`src/rtl/dmux_stream_nway_pkg.sv`:
```
// rtl/dmux_stream_nway_pkg.sv - shared slot-state encoding and counter width for dmux_stream_nway
// Purpose: definitions shared by the demux top level and its per-channel slots.
//   slot_state_e : per-slot occupancy, EMPTY (no word) or FULL (word waiting for sink)
//   DMUX_CNT_W   : width of each per-channel drain counter (statistics build only)
package dmux_stream_nway_pkg;

    typedef enum logic {
        DMUX_EMPTY = 1'b0,
        DMUX_FULL  = 1'b1
    } slot_state_e;

    localparam int DMUX_CNT_W = 16;

endpackage

```
`src/rtl/dmux_slot.sv`:
```
// rtl/dmux_slot.sv - one output channel register slice of dmux_stream_nway
// Purpose: holds one channel's data word and its EMPTY/FULL state, with an
//   optional drain counter when DMUX_STREAM_STATS_EN is defined.
// Ports:
//   clock, reset      rising-edge clock, asynchronous active-high reset
//   fill              top level accepted a word for this channel this cycle
//   data_in           word to load on fill
//   out_ready         sink takes the word this cycle
//   out_valid         slot is FULL
//   out_data          held word (last value retained while EMPTY)
//   cnt_clr, cnt      synchronous counter clear and drain count (DMUX_STREAM_STATS_EN only)
module dmux_slot
    import dmux_stream_nway_pkg::*;
#(
    parameter int WIDTH = 16
) (
    input  logic                  clock,
    input  logic                  reset,
    input  logic                  fill,
    input  logic [WIDTH-1:0]      data_in,
    input  logic                  out_ready,
    output logic                  out_valid,
    output logic [WIDTH-1:0]      out_data
`ifdef DMUX_STREAM_STATS_EN
    ,
    input  logic                  cnt_clr,
    output logic [DMUX_CNT_W-1:0] cnt
`endif
);

    slot_state_e      state_q, state_d;
    logic [WIDTH-1:0] data_q, data_d;
    logic             drain;

    assign drain = (state_q == DMUX_FULL) && out_ready;

    // A fill takes priority over a drain: a drain and fill in the same cycle
    // hand the old word to the sink and load the new one with no bubble.
    always_comb begin
        state_d = state_q;
        data_d  = data_q;
        if (fill) begin
            state_d = DMUX_FULL;
            data_d  = data_in;
        end else if (drain) begin
            state_d = DMUX_EMPTY;
        end
    end

    always_ff @(posedge clock or posedge reset) begin
        if (reset) begin
            state_q <= DMUX_EMPTY;
            data_q  <= '0;
        end else begin
            state_q <= state_d;
            data_q  <= data_d;
        end
    end

    assign out_valid = (state_q == DMUX_FULL);
    assign out_data  = data_q;

`ifdef DMUX_STREAM_STATS_EN
    logic [DMUX_CNT_W-1:0] cnt_q, cnt_d;

    // Clear wins over a simultaneous drain; the counter wraps naturally.
    always_comb begin
        cnt_d = cnt_q;
        if (cnt_clr) begin
            cnt_d = '0;
        end else if (drain) begin
            cnt_d = cnt_q + 1'b1;
        end
    end

    always_ff @(posedge clock or posedge reset) begin
        if (reset) begin
            cnt_q <= '0;
        end else begin
            cnt_q <= cnt_d;
        end
    end

    assign cnt = cnt_q;
`endif

endmodule

```
`src/rtl/dmux_stream_nway.sv`:
```
// rtl/dmux_stream_nway.sv - registered flow-controlled 1-to-N stream demultiplexer
// Purpose: routes WIDTH-bit words to one of CHANNELS registered output slots
//   chosen by in_sel, each with its own valid/ready back-pressure.
//   Optional macro DMUX_STREAM_STATS_EN adds per-channel drain counters.
// Ports:
//   clock, reset   rising-edge clock, asynchronous active-high reset
//   in_data        input word
//   in_sel         destination channel index
//   in_valid       producer has a word
//   in_ready       word accepted this cycle (independent of in_valid)
//   out_data       flattened slots, channel k = [k*WIDTH +: WIDTH]
//   out_valid      per-channel slot full
//   out_ready      per-channel sink ready
//   cnt_clr        synchronous clear of all counters (DMUX_STREAM_STATS_EN only)
//   cnt_out        per-channel drain counts, [k*16 +: 16] (DMUX_STREAM_STATS_EN only)
//   sel_err        one-cycle pulse after an out-of-range word was dropped
module dmux_stream_nway
    import dmux_stream_nway_pkg::*;
#(
    parameter  int WIDTH    = 16,
    parameter  int CHANNELS = 4,
    localparam int SEL_W    = $clog2(CHANNELS)
) (
    input  logic                           clock,
    input  logic                           reset,
    input  logic [WIDTH-1:0]               in_data,
    input  logic [SEL_W-1:0]               in_sel,
    input  logic                           in_valid,
    output logic                           in_ready,
    output logic [CHANNELS*WIDTH-1:0]      out_data,
    output logic [CHANNELS-1:0]            out_valid,
    input  logic [CHANNELS-1:0]            out_ready,
`ifdef DMUX_STREAM_STATS_EN
    input  logic                           cnt_clr,
    output logic [CHANNELS*DMUX_CNT_W-1:0] cnt_out,
`endif
    output logic                           sel_err
);

    logic [CHANNELS-1:0] sel_hit;
    logic [CHANNELS-1:0] fill;
    logic                sel_busy;
    logic                accept;
    logic                sel_err_q, sel_err_d;

    // Decode by comparison against every legal index so an out-of-range
    // select simply hits nothing and is never treated as busy.
    always_comb begin
        sel_hit  = '0;
        sel_busy = 1'b0;
        for (int k = 0; k < CHANNELS; k++) begin
            if (int'(in_sel) == k) begin
                sel_hit[k] = 1'b1;
                sel_busy   = out_valid[k] & ~out_ready[k];
            end
        end
    end

    assign in_ready  = ~sel_busy;
    assign accept    = in_valid & in_ready;
    assign fill      = sel_hit & {CHANNELS{accept}};
    assign sel_err_d = accept & ~(|sel_hit);

    always_ff @(posedge clock or posedge reset) begin
        if (reset) begin
            sel_err_q <= 1'b0;
        end else begin
            sel_err_q <= sel_err_d;
        end
    end

    assign sel_err = sel_err_q;

    for (genvar k = 0; k < CHANNELS; k++) begin : g_slot
        dmux_slot #(
            .WIDTH(WIDTH)
        ) u_slot (
            .clock     (clock),
            .reset     (reset),
            .fill      (fill[k]),
            .data_in   (in_data),
            .out_ready (out_ready[k]),
            .out_valid (out_valid[k]),
            .out_data  (out_data[k*WIDTH +: WIDTH])
`ifdef DMUX_STREAM_STATS_EN
            ,
            .cnt_clr   (cnt_clr),
            .cnt       (cnt_out[k*DMUX_CNT_W +: DMUX_CNT_W])
`endif
        );
    end

endmodule

```
`config.mk`:
```
export PLATFORM = sky130hd
export DESIGN_NAME = dmux_stream_nway
export DESIGN_NICKNAME = d
export VERILOG_FILES = /design/src/rtl/dmux_stream_nway_pkg.sv /design/src/rtl/dmux_slot.sv /design/src/rtl/dmux_stream_nway.sv
export SDC_FILE = /design/constraint.sdc
export NUM_CORES = 1
export LEC_CHECK = 0
export ABC_AREA = 1
export CAP_MARGIN = 40
export CORE_ASPECT_RATIO = 0.5
export CORE_MARGIN = 3
export CORE_UTILIZATION = 50
export CTS_CLUSTER_DIAMETER = 30
export CTS_CLUSTER_SIZE = 28
export DETAILED_ROUTE_END_ITERATION = 10
export GPL_TIMING_DRIVEN = 0
export PLACE_DENSITY = 0.95
export SLEW_MARGIN = 10
export SYNTH_ARGS = -nofsm -noshare
export SYNTH_HDL_FRONTEND = slang
export SYNTH_SLANG_ARGS = --single-unit
```
`constraint.sdc`:
```
create_clock -name clock -period 4.9 [get_ports clock]
set_input_delay 0.98 -clock clock [delete_from_list [all_inputs] [get_ports clock]]
set_output_delay 0.98 -clock clock [all_outputs]
set_load 0.01 [all_outputs]
```
==> qor.txt, run 1 <==
FINISH
-------------------------------------------------------------------------------------
Final instance area                                                          4460 µm²
Diode count                                                                         0
Share of layout cells above drive strength 1                                    12.3%
Number of fillers in the final layout                                             334
Final cell utilization of the core                                              77.5%
Final layout net count                                                            458
Number of standard cells in the final layout excluding fillers                    522
Area grow syn2layout                                                            43.1%

SETUP PATH
-------------------------------------------------------------------------------------
Kind of start point of the critical path                                   input port
Cells along the critical path                                            clkdlybuf4s50_1 -> nor2_1 -> nand2_2 -> nand3_2 -> nor2_2 -> buf_6 -> buf_6 -> clkdlybuf4s50_1
Flop2flop setup slack                                                         3.40 ns
Endpoint kind of the worst setup timing path                              output port
Critical path data arrival time                                               2.79 ns
Kind of critical path                                                       in -> out
Slowest-stage cell, CP                                                   sky130_fd_sc_hd__clkdlybuf4s50_1
Critical path peak fanout                                                          10
CP peak stage delay                                                           0.56 ns
Critical path required time                                                   3.92 ns

PWR
-------------------------------------------------------------------------------------
Clock power share                                                               35.1%
Maximum vdd ir drop                                                            274 µV
Register share of total power                                                   38.1%
Switching share of power                                                        28.8%
Int Pwr                                                                       1.42 mW
Power density cells                                                        447 nW/µm²
Switching power of the nets                                                  0.574 mW
Combinational share of power                                                    26.7%
Total leakage power                                                           2.15 nW

CLOCK NETWORK
-------------------------------------------------------------------------------------
H-tree depth reported by CTS                                                        3
Cells resized by post-CTS repair                                                    0
Clock-pin slew of the registers on the worst-case setup and hold paths        0.06 ns
Root buffer cell                                                         sky130_fd_sc_hd__clkbuf_16
Post-CTS Hold Fix Bufs                                                              0
TritonCTS clock tree                                                            built
Setup Fix Bufs, Post-CTS                                                            0
Clk Latency, worst-skew pair                                                  0.34 ns
Num Clock Sinks                                                                    69
TritonCTS buffer count                                                              9
Buffers from clock root to sink, at most                                            2

TIMING
-------------------------------------------------------------------------------------
Slew at the pin closest to its max-slew limit                                0.823 ns
Minimum period implied by the final worst setup slack                         3.77 ns
Final setup TNS                                                                  0 ns
Final worst-path cycle share                                                    77.0%
Worst hold-check slack                                                       0.470 ns
Final hold violations                                                               0
Unrepaired setup endpoints after global routing                                    no
F_max                                                                         265 MHz
Slew margin rel.                                                                45.1%
Fin. max-slew vios                                                                  0
Fin Clk Skew                                                               0.00626 ns
Final setup violation count                                                         0

LOGIC SYNTHESIS
-------------------------------------------------------------------------------------
Leading post-synthesis cells by cell area                                sky130_fd_sc_hd__dfrtp_1, sky130_fd_sc_hd__nand2_1, sky130_fd_sc_hd__nand4_1, sky130_fd_sc_hd__buf_6, sky130_fd_sc_hd__nand4_4
Share of the synthesized area in the top cell type                              55.4%
Seq/Total Area, Yosys                                                           55.4%
Number of synthesized flops with an enable pin                                      0
Top cells by instance count after synthesis                              sky130_fd_sc_hd__nand2_1, sky130_fd_sc_hd__dfrtp_1, sky130_fd_sc_hd__nand4_1
Distinct cell type count of the synthesized netlist                                23
Cell taking the most area after synthesis                                sky130_fd_sc_hd__dfrtp_1
Post-synthesis area per instance                                             9.41 µm²
Post-Synthesis Cell Area                                                     3120 µm²
Dominant cell by count in the synthesized netlist                        sky130_fd_sc_hd__nand2_1
Share of synthesized flip-flops with an asynchronous set or reset                100%
#FFs+latches synth                                                                 69
Leading register cell type out of synthesis                              sky130_fd_sc_hd__dfrtp_1
Yosys warnings                                                                      0
Synthesized net count                                                             356
Synthesized instance count                                                        331

GLOBAL ROUTE
-------------------------------------------------------------------------------------
Largest net degree at the start of global routing                                  70
Met3 Resource Use GR                                                            10.2%
Vias in the first global route                                                   2875
Busiest layer in global routing                                                  met2
Met2 capacity usage during global routing                                       42.9%
Antenna violations before repair                                                    0
GR Layer Usage met1                                                             34.4%
All-Layer GR Usage                                                              27.0%
Wire length of the first global-routing pass                                 14800 µm
Overall overflow remaining after global route                                       0

HOLD PATH
-------------------------------------------------------------------------------------
Class of the worst hold path                                               reg -> reg

FLOORPLAN
-------------------------------------------------------------------------------------
Row Count                                                                          19
Initial cell density of the core                                                54.2%
Number of ports placed on the die boundary                                         95
Core outline area                                                            5750 µm²
Total Die Area                                                               7270 µm²
Die Width                                                                      118 µm
DIE HEIGHT                                                                    61.8 µm

DRT
-------------------------------------------------------------------------------------
Antenna Violating Nets Remaining                                                    0
Via density                                                                      5.58
Initial detailed-routing violation count                                          361
Detail-routed net length per standard cell                                    18.0 µm
Final routed DRC violation total                                                    0
Drt total wl                                                                  9370 µm
Vias                                                                             2913
Number of iterations in the first detailed-routing pass                             5

FLOW RUN
-------------------------------------------------------------------------------------
Max-cap violation count                                                             0

PLACEMENT
-------------------------------------------------------------------------------------
HPWL after detailed placement                                                 6420 µm
Port Buffer Count                                                                  91
Gp weighted congestion                                                          0.878
DP Cell Count                                                                     506
Post-DP Area                                                                 4130 µm²

RUN STATUS
-------------------------------------------------------------------------------------
Run status                                                               finished clean

## state kept, by name, indices dropped and copies added, names as in the netlist
signal                   count
g_slot.u_slot.out_data      64
sel_err                      1
g_slot.u_slot.out_valid      4
## through the flow
| step | total power, mW | worst slack [ns] |
|---|---|---|
| 3_5_place_dp | 1.29 | 1.18 |
| 3_3_place_gp | 1.27 | 1.14 |
| 2_1_floorplan | 0.973 | 2.16 |
| 6_report | 1.99 | 1.13 |
| 5_1_grt | 2.08 | 1.09 |
| 4_1_cts | 2.00 | 1.15 |
## area by class of cell
| type | count | area, µm² | area share (%) |
|---|---|---|---|
| plain buffers | 29 | 205 | 4.60 |
| clock buffers | 9 | 225 | 5.05 |
| repair buffers | 91 | 911 | 20.4 |
| flip-flops and latches | 69 | 1730 | 38.7 |
| multi-input cells | 222 | 1140 | 25.5 |
| well taps | 84 | 105 | 2.36 |
| clock inverters | 7 | 98.8 | 2.22 |
| inverters | 11 | 48.8 | 1.09 |
## worst max-delay path: cells and delay by family
family	cells	cell delay [ns]
and+or+nand+nor	4	0.38
buffers and inverters	4	1.44
## power by group through the flow
| stage | combinational, mW | clock (mW) | sequential [mW] |
|---|---|---|---|
| finish | 0.532 | 0.699 | 0.760 |
| global route | 0.576 | 0.729 | 0.772 |
| CTS | 0.534 | 0.705 | 0.759 |
| detailed placement | 0.525 | 0 | 0.763 |
| global placement | 0.511 | 0 | 0.761 |
| floorplan | 0.163 | 0 | 0.810 |
## placed cells by master (no fill, tap or decap)
cell type,netlist,layout
sky130_fd_sc_hd__clkbuf_1,2,2
sky130_fd_sc_hd__clkinvlp_4,0,1
sky130_fd_sc_hd__o21ai_1,3,3
sky130_fd_sc_hd__nand2_1,132,132
sky130_fd_sc_hd__clkinv_2,0,1
sky130_fd_sc_hd__clkinv_4,0,2
sky130_fd_sc_hd__inv_4,2,3
sky130_fd_sc_hd__inv_1,8,7
sky130_fd_sc_hd__dfrtp_1,69,69
sky130_fd_sc_hd__clkbuf_16,0,9
sky130_fd_sc_hd__nor2_1,5,5
sky130_fd_sc_hd__nand4_1,64,64
sky130_fd_sc_hd__buf_6,8,8
sky130_fd_sc_hd__nor2_8,1,1
sky130_fd_sc_hd__nand3_2,1,1
sky130_fd_sc_hd__buf_1,8,8
sky130_fd_sc_hd__nor2_2,2,2
sky130_fd_sc_hd__clkdlybuf4s50_1,0,91
sky130_fd_sc_hd__nand3b_1,1,1
sky130_fd_sc_hd__conb_1,1,1
sky130_fd_sc_hd__nand2_4,1,1
sky130_fd_sc_hd__inv_2,1,1
sky130_fd_sc_hd__nand2_2,3,3
sky130_fd_sc_hd__buf_2,2,2
sky130_fd_sc_hd__bufinv_16,0,2
sky130_fd_sc_hd__buf_4,9,9
sky130_fd_sc_hd__nor2_4,3,3
sky130_fd_sc_hd__nand4_4,4,4
sky130_fd_sc_hd__nand3_1,1,1
sky130_fd_sc_hd__inv_6,0,1
## cells by family (layout without fill, tap and decap cells)
family	after synthesis	count (layout)	share of synthesized area, %
flops	69	69	55.4
buf+inv	40	147	8.07
compound gates	3	3	0.482
other cells	1	1	0.120
simple gates	218	218	35.9
## routing by layer
layer | wire [µm] | vias to the layer above
li1 | - | 1327
met1 | 3990 | 1358
met2 | 4210 | 179
met3 | 881 | 49
met4 | 294 | 0
met5 | 0 | -
## worst paths after layout
path | from | end | cells after the start
worst min register to register | g_slot[3].u_slot.out_data[8] | g_slot[3].u_slot.out_data[8] | 2
min in group asynchronous | reset | g_slot[2].u_slot.out_data[6] | 2
worst min-delay path | g_slot[3].u_slot.out_data[8] | g_slot[3].u_slot.out_data[8] | 2
worst max-delay path | out_ready[1] | in_ready | 8
worst max register to register | g_slot[1].u_slot.out_valid | g_slot[0].u_slot.out_data[9] | 9
max in group asynchronous | reset | g_slot[0].u_slot.out_data[2] | 2
Note: power is estimated with default switching activity, not from simulation.
==> run 2: changes to the inputs <==
CORE_UTILIZATION = 47   (was 50)
PLACE_DENSITY = 0.9   (was 0.95)
clock period = 3.7 ns   (was 4.9 ns; I/O delays follow)
==> run 2 against run 1 <==
Against the previous run: clock skew decreased by 0.00073 ns; routed wire length increased by 0.77%; first-iteration DRC count decreased by 2.2%; hold slack improved by 0.00077 ns; via count increased by 1.2%; clock power increased by 23%; cell count increased by 0.77%; core utilization decreased by 5.8 points; setup slack got worse by 0.64 ns.
==> qor.txt, run 2 (synthesized netlist as in run 1, its figures left out) <==
SETUP PATH
-------------------------------------------------------------------------------------
Kind of start point of the critical path                                   input port   unchanged
Critical path required time                                                   2.96 ns   was 3.92 ns
CP peak stage delay                                                           0.55 ns   was 0.56 ns
Source of the critical timing path                                       out_ready[3]   was out_ready[1]
Source of the worst register-to-register timing path                     g_slot[0].u_slot.out_valid   was g_slot[1].u_slot.out_valid
Cells along the critical path                                            clkdlybuf4s50_1 -> nor2_1 -> inv_1 -> nor2_1 -> nor2_2 -> buf_6 -> buf_6 -> clkdlybuf4s50_1   was clkdlybuf4s50_1 -> nor2_1 -> nand2_2 -> nand3_2 -> nor2_2 -> buf_6 -> buf_6 -> clkdlybuf4s50_1
Critical path data arrival time                                               2.47 ns   was 2.79 ns
Kind of critical path                                                       in -> out   unchanged
Slowest-stage cell, CP                                                   sky130_fd_sc_hd__clkdlybuf4s50_1   unchanged
Endpoint kind of the worst setup timing path                              output port   unchanged
Critical path peak fanout                                                          10   unchanged

CLOCK NETWORK
-------------------------------------------------------------------------------------
Setup Fix Bufs, Post-CTS                                                            0   unchanged
Clk Latency, worst-skew pair                                                  0.33 ns   was 0.34 ns
TritonCTS clock tree                                                            built   unchanged
TritonCTS buffer count                                                              9   unchanged
Root buffer cell                                                         sky130_fd_sc_hd__clkbuf_16   unchanged
Clock-pin slew of the registers on the worst-case setup and hold paths        0.05 ns   was 0.06 ns
Post-CTS Hold Fix Bufs                                                              0   unchanged
Cells resized by post-CTS repair                                                    0   unchanged
Num Clock Sinks                                                                    69   unchanged
H-tree depth reported by CTS                                                        3   unchanged
Buffers from clock root to sink, at most                                            2   unchanged

FINISH
-------------------------------------------------------------------------------------
Share of layout cells above drive strength 1                                    12.3%   unchanged
Max reg flops                                                                      64   unchanged
Number of fillers in the final layout                                             405   was 334
Final layout net count                                                            459   was 458
Area grow syn2layout                                                            43.4%   was 43.1%
Final cell utilization of the core                                              71.7%   was 77.5%
Most common library cell in the layout ignoring fill and taps            sky130_fd_sc_hd__nand2_1   unchanged
Commonest cells after routing, fill and taps aside                       sky130_fd_sc_hd__nand2_1, sky130_fd_sc_hd__clkdlybuf4s50_1, sky130_fd_sc_hd__dfrtp_1   unchanged
Diode count                                                                         0   unchanged

FLOW RUN
-------------------------------------------------------------------------------------
Max-cap violation count                                                             0   unchanged

TIMING
-------------------------------------------------------------------------------------
Final worst-path cycle share                                                    86.8%
Slew margin rel.                                                                66.2%   was 45.1%
Fin Clk Skew                                                               0.00553 ns   was 0.00626 ns
Minimum period implied by the final worst setup slack                         3.21 ns
Final setup violation count                                                         0   unchanged
Slew at the pin closest to its max-slew limit                                0.508 ns   was 0.823 ns
Fin. max-slew vios                                                                  0   unchanged
F_max                                                                         311 MHz
Final setup TNS                                                                  0 ns   unchanged
Final hold violations                                                               0   unchanged
Unrepaired setup endpoints after global routing                                    no   unchanged

FLOORPLAN
-------------------------------------------------------------------------------------
Die Width                                                                      121 µm   was 118 µm
Core outline area                                                            6230 µm²   was 5750 µm²
Row Count                                                                          20   was 19
Total Die Area                                                               7700 µm²   was 7270 µm²
Number of ports placed on the die boundary                                         95   unchanged
DIE HEIGHT                                                                    63.6 µm   was 61.8 µm
Initial cell density of the core                                                50.0%   was 54.2%

GLOBAL ROUTE
-------------------------------------------------------------------------------------
GR Layer Usage met1                                                             34.2%   was 34.4%
Met3 Resource Use GR                                                            8.70%   was 10.2%
Busiest layer in global routing                                                  met2   unchanged
Largest net degree at the start of global routing                                  69   was 70
Vias in the first global route                                                   3010   was 2875
Met2 capacity usage during global routing                                       41.5%   was 42.9%
All-Layer GR Usage                                                              26.2%   was 27.0%
Overall overflow remaining after global route                                       0   unchanged
Antenna violations before repair                                                    0   unchanged
Wire length of the first global-routing pass                                 15600 µm   was 14800 µm

PLACEMENT
-------------------------------------------------------------------------------------
HPWL after detailed placement                                                 6360 µm   was 6420 µm
Port Buffer Count                                                                  91   unchanged
Gp weighted congestion                                                          0.823   was 0.878

DRT
-------------------------------------------------------------------------------------
Number of iterations in the first detailed-routing pass                             5   unchanged
Via density                                                                      5.61   was 5.58
Final routed DRC violation total                                                    0   unchanged
Antenna Violating Nets Remaining                                                    0   unchanged
Detail-routed net length per standard cell                                    18.0 µm   about the same
Vias                                                                             2949   was 2913
Initial detailed-routing violation count                                          353   was 361
Drt total wl                                                                  9450 µm   was 9370 µm

PWR
-------------------------------------------------------------------------------------
Power density cells                                                        577 nW/µm²   was 447 nW/µm²
Maximum vdd ir drop                                                            281 µV   was 274 µV
Total leakage power                                                           2.14 nW   was 2.15 nW

HOLD PATH
-------------------------------------------------------------------------------------
Hold path start                                                          g_slot[3].u_slot.out_data[12]   was g_slot[3].u_slot.out_data[8]
Class of the worst hold path                                               reg -> reg   unchanged

RUN STATUS
-------------------------------------------------------------------------------------
Run status                                                               finished clean   unchanged

-- run 2: cell count changes in the layout (fill, tap and decap cells not counted), sizes merged --
cell      change
clkinv        -2
clkinvlp      +2
buf           +1
bufinv        -1
clkbuf        +1
inv           -1
-- run 2: where the power goes --
| group | internal, mW | total, mW | switching, mW |
|---|---|---|---|
| clock network | 0.537 | 0.857 | 0.321 |
| registers | 0.910 | 1.01 | 0.0966 |
| logic | 0.377 | 0.715 | 0.338 |
-- run 2: cell type report --
cell class	count	area (µm²)	share of cell area, %
Multi-Input combinational cell	222	1140	25.5
Clock inverter	5	61.3	1.37
Clock buffer	10	239	5.35
Sequential cell	69	1730	38.7
Inverter	11	48.8	1.09
Tap cell	88	110	2.46
Buffer	29	205	4.59
Timing Repair Buffer	92	938	21.0
-- run 2: path summary, 6_finish.rpt --
path                            slack (ns)  cells after the start                             to
worst min register to register        0.47                      2  g_slot[3].u_slot.out_data[12]
worst max-delay path                  0.49                      8                       in_ready
max in group asynchronous             2.58                      3     g_slot[3].u_slot.out_valid
worst min-delay path                  0.47                      2  g_slot[3].u_slot.out_data[12]
min in group asynchronous             0.62                      2                        sel_err
worst max register to register        2.21                      9   g_slot[1].u_slot.out_data[7]
-- run 2: metrics by stage --
stage	std cells	hold slack, ns	power [mW]	worst slack [ns]	area, µm²
final	526	0.471	2.58	0.488	4470
after global routing	526	0.494	2.70	0.435	4470
after CTS	526	0.477	2.58	0.497	4470
after detailed placement	511	0.458	1.71	0.534	4170
after global placement	510	0.454	1.69	0.151	4140
after floorplan	331	0.500	1.29	1.22	3120
-- run 2: routing by layer --
metal / share of wire [%] / up-vias
met1: 41 / 1404
li1: - / 1323
met3: 9.3 / 34
met5: 0 / -
met2: 47 / 188
met4: 2.2 / 0
-- run 2: critical path, delay by kind of cell --
family        cells  cell delay [ns]
simple gates      3             0.27
buf+inv           5             1.46
